`src/rtl/rv32i_fetch_pkg.sv`:
```
// Shared types and constants for the RV32I instruction-fetch stage.
package rv32i_fetch_pkg;

  typedef enum logic [1:0] {
    BOOT   = 2'd0,
    RUN    = 2'd1,
    HALTED = 2'd2,
    FAULT  = 2'd3
  } fetch_state_t;

  localparam logic [31:0] RESET_PC_DEFAULT = 32'h0000_0000;
  localparam logic [31:0] PC_STEP          = 32'd4;

endpackage

```
`src/rtl/instr_fetch.sv`:
```
// Instruction-fetch stage: PC sequencing, single-entry output register with
// valid/ready handshake, redirect/halt control and sticky fetch fault.
//
// state  | meaning
// BOOT   | one idle cycle after reset release, no read
// RUN    | fetching sequentially from pc
// HALTED | no new reads; pending instruction may still drain
// FAULT  | terminal until reset; fetch_fault set, output squashed
module instr_fetch
  import rv32i_fetch_pkg::*;
#(
  parameter int          DATA_WIDTH = 32,
  parameter int          ADDR_WIDTH = 12,
  parameter logic [31:0] RESET_PC   = RESET_PC_DEFAULT
) (
  input  logic                  clock,
  input  logic                  reset,
  output logic                  imem_read_enable,
  output logic [ADDR_WIDTH-1:0] imem_read_address,
  input  logic [DATA_WIDTH-1:0] imem_read_data,
  input  logic                  redirect_valid,
  input  logic [31:0]           redirect_pc,
  input  logic                  halt_req,
  output logic                  if_valid,
  input  logic                  if_ready,
  output logic [DATA_WIDTH-1:0] if_instr,
  output logic [31:0]           if_pc,
  output logic                  fetch_fault,
  output logic [31:0]           fault_pc,
  output logic [31:0]           fetch_count
);

  fetch_state_t          state_q, state_d;
  logic [31:0]           pc_q, pc_d;
  logic                  valid_q, valid_d;
  logic [DATA_WIDTH-1:0] instr_q, instr_d;
  logic [31:0]           if_pc_q, if_pc_d;
  logic [31:0]           fault_pc_q, fault_pc_d;
  logic [31:0]           count_q, count_d;
  logic                  load;
  logic                  handshake;
  logic                  pc_oob;

  assign handshake = valid_q && if_ready;
  // Any bit above the word-address range means the PC left instruction memory.
  assign pc_oob    = (pc_q[31:ADDR_WIDTH+2] != '0);

  always_comb begin
    state_d    = state_q;
    pc_d       = pc_q;
    valid_d    = valid_q;
    instr_d    = instr_q;
    if_pc_d    = if_pc_q;
    fault_pc_d = fault_pc_q;
    count_d    = handshake ? count_q + 32'd1 : count_q;
    load       = 1'b0;
    if (handshake) valid_d = 1'b0;

    case (state_q)
      BOOT: state_d = RUN;
      RUN, HALTED: begin
        if (redirect_valid) begin
          valid_d = 1'b0;
          if (redirect_pc[1:0] != 2'b00) begin
            state_d    = FAULT;
            fault_pc_d = redirect_pc;
          end else begin
            pc_d    = redirect_pc;
            state_d = (state_q == HALTED && halt_req) ? HALTED : RUN;
          end
        end else if (state_q == HALTED) begin
          if (!halt_req) state_d = RUN;
        end else if (pc_oob) begin
          state_d    = FAULT;
          fault_pc_d = pc_q;
          valid_d    = 1'b0;
        end else if (halt_req) begin
          state_d = HALTED;
        end else if (!valid_q || if_ready) begin
          load    = 1'b1;
          valid_d = 1'b1;
          instr_d = imem_read_data;
          if_pc_d = pc_q;
          pc_d    = pc_q + PC_STEP;
        end
      end
      FAULT: valid_d = 1'b0;
    endcase
  end

  always_ff @(posedge clock or negedge reset) begin
    if (!reset) begin
      state_q    <= BOOT;
      pc_q       <= RESET_PC;
      valid_q    <= 1'b0;
      instr_q    <= '0;
      if_pc_q    <= '0;
      fault_pc_q <= '0;
      count_q    <= '0;
    end else begin
      state_q    <= state_d;
      pc_q       <= pc_d;
      valid_q    <= valid_d;
      instr_q    <= instr_d;
      if_pc_q    <= if_pc_d;
      fault_pc_q <= fault_pc_d;
      count_q    <= count_d;
    end
  end

  assign imem_read_enable  = load;
  assign imem_read_address = pc_q[ADDR_WIDTH+1:2];
  assign if_valid          = valid_q;
  assign if_instr          = instr_q;
  assign if_pc             = if_pc_q;
  assign fetch_fault       = (state_q == FAULT);
  assign fault_pc          = fault_pc_q;
  assign fetch_count       = count_q;

endmodule

```
`config.mk`:
```
export PLATFORM = sky130hd
export DESIGN_NAME = instr_fetch
export DESIGN_NICKNAME = d
export VERILOG_FILES = /design/src/rtl/rv32i_fetch_pkg.sv /design/src/rtl/instr_fetch.sv
export SDC_FILE = /design/constraint.sdc
export NUM_CORES = 1
export LEC_CHECK = 0
export ABC_AREA = 1
export CORE_UTILIZATION = 50
export DETAILED_ROUTE_END_ITERATION = 6
export GPL_ROUTABILITY_DRIVEN = 0
export PLACE_DENSITY = 0.78
export SLEW_MARGIN = 20
export SYNTH_ARGS = -nofsm -noshare
export SYNTH_HDL_FRONTEND = slang
export SYNTH_SLANG_ARGS = --single-unit
```
`constraint.sdc`:
```
create_clock -name clock -period 2.2 [get_ports clock]
set_clock_uncertainty 0.1 [all_clocks]
set_input_delay 0.44 -clock clock [delete_from_list [all_inputs] [get_ports clock]]
set_output_delay 0.44 -clock clock [all_outputs]
set_load 0.01 [all_outputs]
```
* Word-level counts from Yosys, hierarchy flattened
Cells that the tools add are included.
Widths: inputs -> output; s select.
** Operators by class
- $add $sub $neg :: 2
- Eq/ne operators :: 10
- Muxes and demuxes :: 31
- Bitwise gates (word level) :: 4
- Reduce and logical (&&, ||, !) cells :: 15
** Operators by type and width (count)
- $mux 32 :: 10
- $add 32x1->32 const B :: 1
- $add 32x3->32 const B :: 1
- $reduce_bool 18->1 :: 1
- $mux 2 :: 7
- $mux 1 :: 12
- $reduce_and 6->1 :: 2
- $ne 2x2->1 const B :: 4
- $reduce_bool 2->1 :: 4
- $ne 5x5->1 const B :: 1
- $eq 2x2->1 const B :: 2
- $ne 4x4->1 const B :: 1
- $not 1->1 :: 4
- $pmux 2 s2 :: 1
- $reduce_and 4->1 :: 1
- $reduce_and 3->1 :: 1
- $eq 2x1->1 const B :: 1
- $logic_and 1x1->1 :: 2
- $logic_not 2->1 :: 1
- $ne 2x1->1 const B :: 1
- $pmux 1 s2 :: 1
- $reduce_or 2->1 :: 1
- $logic_not 1->1 :: 1
- $logic_or 1x1->1 :: 1
** Word-level totals
- Bits in registers :: 163
- Input bits :: 69
- Output and inout bits :: 143
- Logic and storage cells :: 69

* Longest topological paths before layout
- Depth in word-level cells :: 8
- Gate-level depth with buffers :: 11
- Gate-level depth less buffers :: 11

* Worst setup path before layout
OpenSTA, ideal clock, no wires.
- Path kind :: register to output
- Start :: reg state_q[0]
- End :: out imem_read_enable
- Arrival time :: 1519 ps
- Required time :: 1660 ps
- Path slack :: 141 ps
- Cell stages (with the launch flop) :: 6
- Buffers on the path :: 0
- Cell sequence :: dfrtp_1 > inv_1 > ha_1 > inv_1 > or2_2 > nor4_1
** Between the ends
- Longest elaborated chain between the ends :: 4
- Elaborated cells on any way between the ends :: 6
- Those cells by class :: eq/ne: 2; mux: 3; reduce/logical: 1
** Ends and longest elaborated chain
- from (decl) :: RTL line instr_fetch.sv:33 : fetch_state_t state_q, state_d;
- from (signal assigned) :: RTL line instr_fetch.sv:101 : state_q <= state_d;
- $eq 2x2->1 :: RTL line instr_fetch.sv:59, instr_fetch.sv:71
- $mux 1 :: RTL line instr_fetch.sv:71 : end else if (state_q == HALTED) begin
- $mux 1 :: RTL line instr_fetch.sv:62 : if (redirect_valid) begin
- $mux 1 * :: RTL line instr_fetch.sv:59 : case (state_q)
- to (decl) :: RTL line instr_fetch.sv:18 : output logic imem_read_enable,
Every way passes the cells marked *; elsewhere a longest branch is shown, timed or not.

* Worst setup path in the final report
- Start :: reg state_q[1]
- End :: out imem_read_enable
Same word-level chain as after synthesis.

==> flow_summary.json <==
{
  "tightestPinTransition_ns": 0.567,
  "cpPeakStageDelay_ns": 0.39,
  "synth_area_leaders": "dfrtp_1, nand2_1, inv_1, nor2_1, nand3_1",
  "top_usage_layer": "met2",
  "drc": 0,
  "final_cells": 1677,
  "fin_crit_sh_pct": 107,
  "finalCriticalPeriod_ns": 2.35,
  "synthTopCellsByCount": "nand2_1, inv_1, dfrtp_1, nor2_1, nand3_1",
  "fp.dieH_um": 134,
  "wl_per_cell_um": 13.7,
  "crit_path_start_kind": "register",
  "dr.pass1.iters": 5,
  "p_switching_w": 0.00430,
  "relSlewSlack_pct": 62.2,
  "cp.required_ns": 1.66,
  "start_util_pct": 51.0,
  "criticalPathCategory": "register to primary output",
  "use_met2_pct": 45.3,
  "grtUsageMet3_pct": 4.76,
  "synth_top_cell_by_area": "dfrtp_1",
  "slew_viol_final": 0,
  "synth_seq_area_share_pct": 46.6,
  "comb_power_share_pct": 39.6,
  "fmax_ghz": 0.425,
  "dieArea_um2": 18000,
  "place_inst": 1639,
  "rsz0062_at_grt": "yes",
  "yosysWarnings": 0,
  "hold_viol": 0,
  "avgViaCountPerCell": 5.00,
  "ys_async_sr_fraction_pct": 100,
  "synth_edf_count": 0,
  "nNetsFinal": 1515,
  "port_buffers": 211,
  "antenna_cells": 0,
  "area_delta_synth_final_pct": 38.1,
  "use_met1_pct": 32.9,
  "cts_made_buffers": 17,
  "cts_max_level": 4,
  "critPathBufInv": 3,
  "maxCapViolations": 0,
  "powerDensity_nw_per_um2": 1010,
  "clockBufferDepth": 2,
  "synth_most_common_cell": "nand2_1",
  "crit_path_frequent_cell": "inv_2",
  "p_leak_nw": 5.89,
  "core_um2": 17200,
  "critical_path.top_delay_family": "simple AND/OR/NAND/NOR gates",
  "switching_share_pct": 35.1,
  "clkTransAtPathRegs_ns": 0.06,
  "violations": "setup timing",
  "whs_ns": 0.364,
  "path_max_fanout": 3,
  "root_buffer": "clkbuf_16",
  "power_frac_clock_pct": 25.9,
  "drive_gt1_share_pct": 8.95,
  "cts_tree": "built",
  "num_vias": 8389,
  "yosysUniqueCellTypes": 37,
  "hpwl_um": 16900,
  "grt_max_degree": 84,
  "grt_pass1_vias": 7945,
  "ys_seq_elements": 163,
  "grtUsageTotal_pct": 26.6,
  "hp-class": "register to register",
  "num_rows": 48,
  "syn_area_um2": 8760,
  "layout_setup_ws_ns": -0.153,
  "overflow": 0,
  "p_seq_share_pct": 34.5,
  "setup_viol": 1,
  "p_int_w": 0.00797,
  "cpMaxStageDelayCell": "dfrtp_1",
  "grt_pass1_wl_um": 37900,
  "clock_latency_ns": 0.43,
  "synth_top_area_share_pct": 46.6,
  "worstPathCellList": "inv_2 > ha_4 > inv_2 > or2_4 > nor4_4 > buf_2",
  "avgSynthCellArea_um2": 7.34,
  "drt_iter0_markers": 613,
  "antenna_found_initial": 0,
  "drt-total-wl_um": 23000,
  "synth_nets": 1269,
  "die_w_um": 134,
  "outcome": "finished, violations left",
  "arrival_ns": 1.81,
  "irDropWorstVdd_mv": 0.640,
  "endpoint_kind": "primary output",
  "pin_count": 212,
  "ys.flop_type": "dfrtp_1",
  "clock-sinks": 163,
  "syn_inst": 1193,
  "drtAntennaViolNets": 0
}
## layer usage
| layer | part of all wire (%) | routed length, um |
|---|---|---|
| met1 | 41 | 9520 |
| met2 | 49 | 11300 |
| met3 | 6.3 | 1460 |
| met4 | 3.2 | 739 |
| met5 | 0 | 0 |
## worst min-delay path: stages, from the launching register on
cell	delay (ns)
dfrtp_1	0.34
nand2_1	0.05
inv_1	0.04
## through the flow
stage	util, %	setup TNS, ns	cell area (um^2)	worst slack (ns)	power [W]
floorplan	-	0	8760	0.141	0.00664
global placement	66.3	-0.364	11400	-0.364	0.00888
detailed placement	66.3	-0.324	11400	-0.324	0.00900
CTS	70.2	-0.150	12100	-0.150	0.0123
global route	70.4	-0.229	12100	-0.229	0.0130
finish	70.4	-0.153	12100	-0.153	0.0123
## cells by family (layout without fill, tap and decap cells)
family,count (synthesis),count (layout),synth area share (%)
XOR/XNOR,21,21,2.10
multiplexers,2,2,0.229
adder cells (fa/ha/maj),7,7,1.00
AND/OR/NAND/NOR,619,619,29.9
AO/OA/AOI/OAI,135,135,7.87
buffers and inverters,246,505,12.3
flip-flops,163,163,46.6
## worst paths after layout
path / startpoint / end / slack (ns) / cells after the start
hold reg to reg: if_pc[15]$_DFFE_PN0P_ / if_pc[15]$_DFFE_PN0P_ / 0.36 / 2
setup / recovery: state_q[1]$_DFFE_PN0P_ / imem_read_enable / -0.15 / 6
max in group asynchronous: reset / fetch_count[14]$_DFFE_PN0P_ / 0.81 / 3
min in group asynchronous: reset / if_instr[13]$_DFFE_PN0P_ / 0.45 / 2
setup reg to reg: state_q[1]$_DFFE_PN0P_ / if_instr[21]$_DFFE_PN0P_ / 0.22 / 8
hold / removal: if_pc[15]$_DFFE_PN0P_ / if_pc[15]$_DFFE_PN0P_ / 0.36 / 2
## cell usage in the layout (no fill, tap or decap), types with 3 or more instances in the layout
cell / count
a21oi_1: 24
buf_12: 9
buf_4: 57
bufinv_16: 4
clkbuf_16: 17
clkdlybuf4s50_1: 207
clkinv_2: 3
dfrtp_1: 163
ha_1: 6
inv_1: 188
inv_2: 6
inv_6: 3
nand2_1: 378
nand3_1: 69
nand3_2: 4
nand3b_1: 6
nand4_1: 19
nor2_1: 111
nor2_2: 5
nor3_1: 9
o21ai_0: 52
o21ai_1: 53
xnor2_1: 6
xor2_1: 15
## timing repair
| action | 4_1_cts | 5_1_grt |
|---|---|---|
| endpoints found under the setup margin | 1 | 2 |
| pin swaps | 7 | 7 |
| buffers inserted | 2 | 3 |
| hold buffers | 1 | 0 |
| hold endpoints to repair | 52 | 0 |
| cloned | 0 | 0 |
| resized for setup | 12 | 4 |
## power groups by stage
| stage | clock [W] | combinational, W | sequential (W) |
|---|---|---|---|
| 5_1_grt | 0.00334 | 0.00535 | 0.00433 |
| 6_report | 0.00317 | 0.00486 | 0.00424 |
| 3_5_place_dp | 0 | 0.00473 | 0.00427 |
| 3_3_place_gp | 0 | 0.00464 | 0.00424 |
| 4_1_cts | 0.00322 | 0.00481 | 0.00423 |
| 2_1_floorplan | 0 | 0.00212 | 0.00451 |
## sequential cells by signal, indices dropped and copies added (netlist names)
| name | count |
|---|---|
| if_instr | 32 |
| state_q | 2 |
| if_valid | 1 |
| fault_pc | 32 |
| if_pc | 32 |
| pc_q | 32 |
| fetch_count | 32 |
## cell type report
| type | instances | area (um^2) |
|---|---|---|
| sequential | 163 | 4080 |
| timing repair buffer | 278 | 2720 |
| multi-input combinational | 784 | 3650 |
| clock inverter | 12 | 178 |
| clock buffer | 20 | 447 |
| fill | 1395 | 5090 |
| tap | 225 | 282 |
| inverter | 195 | 732 |
No activity file was read; power rests on OpenSTA's default activity.
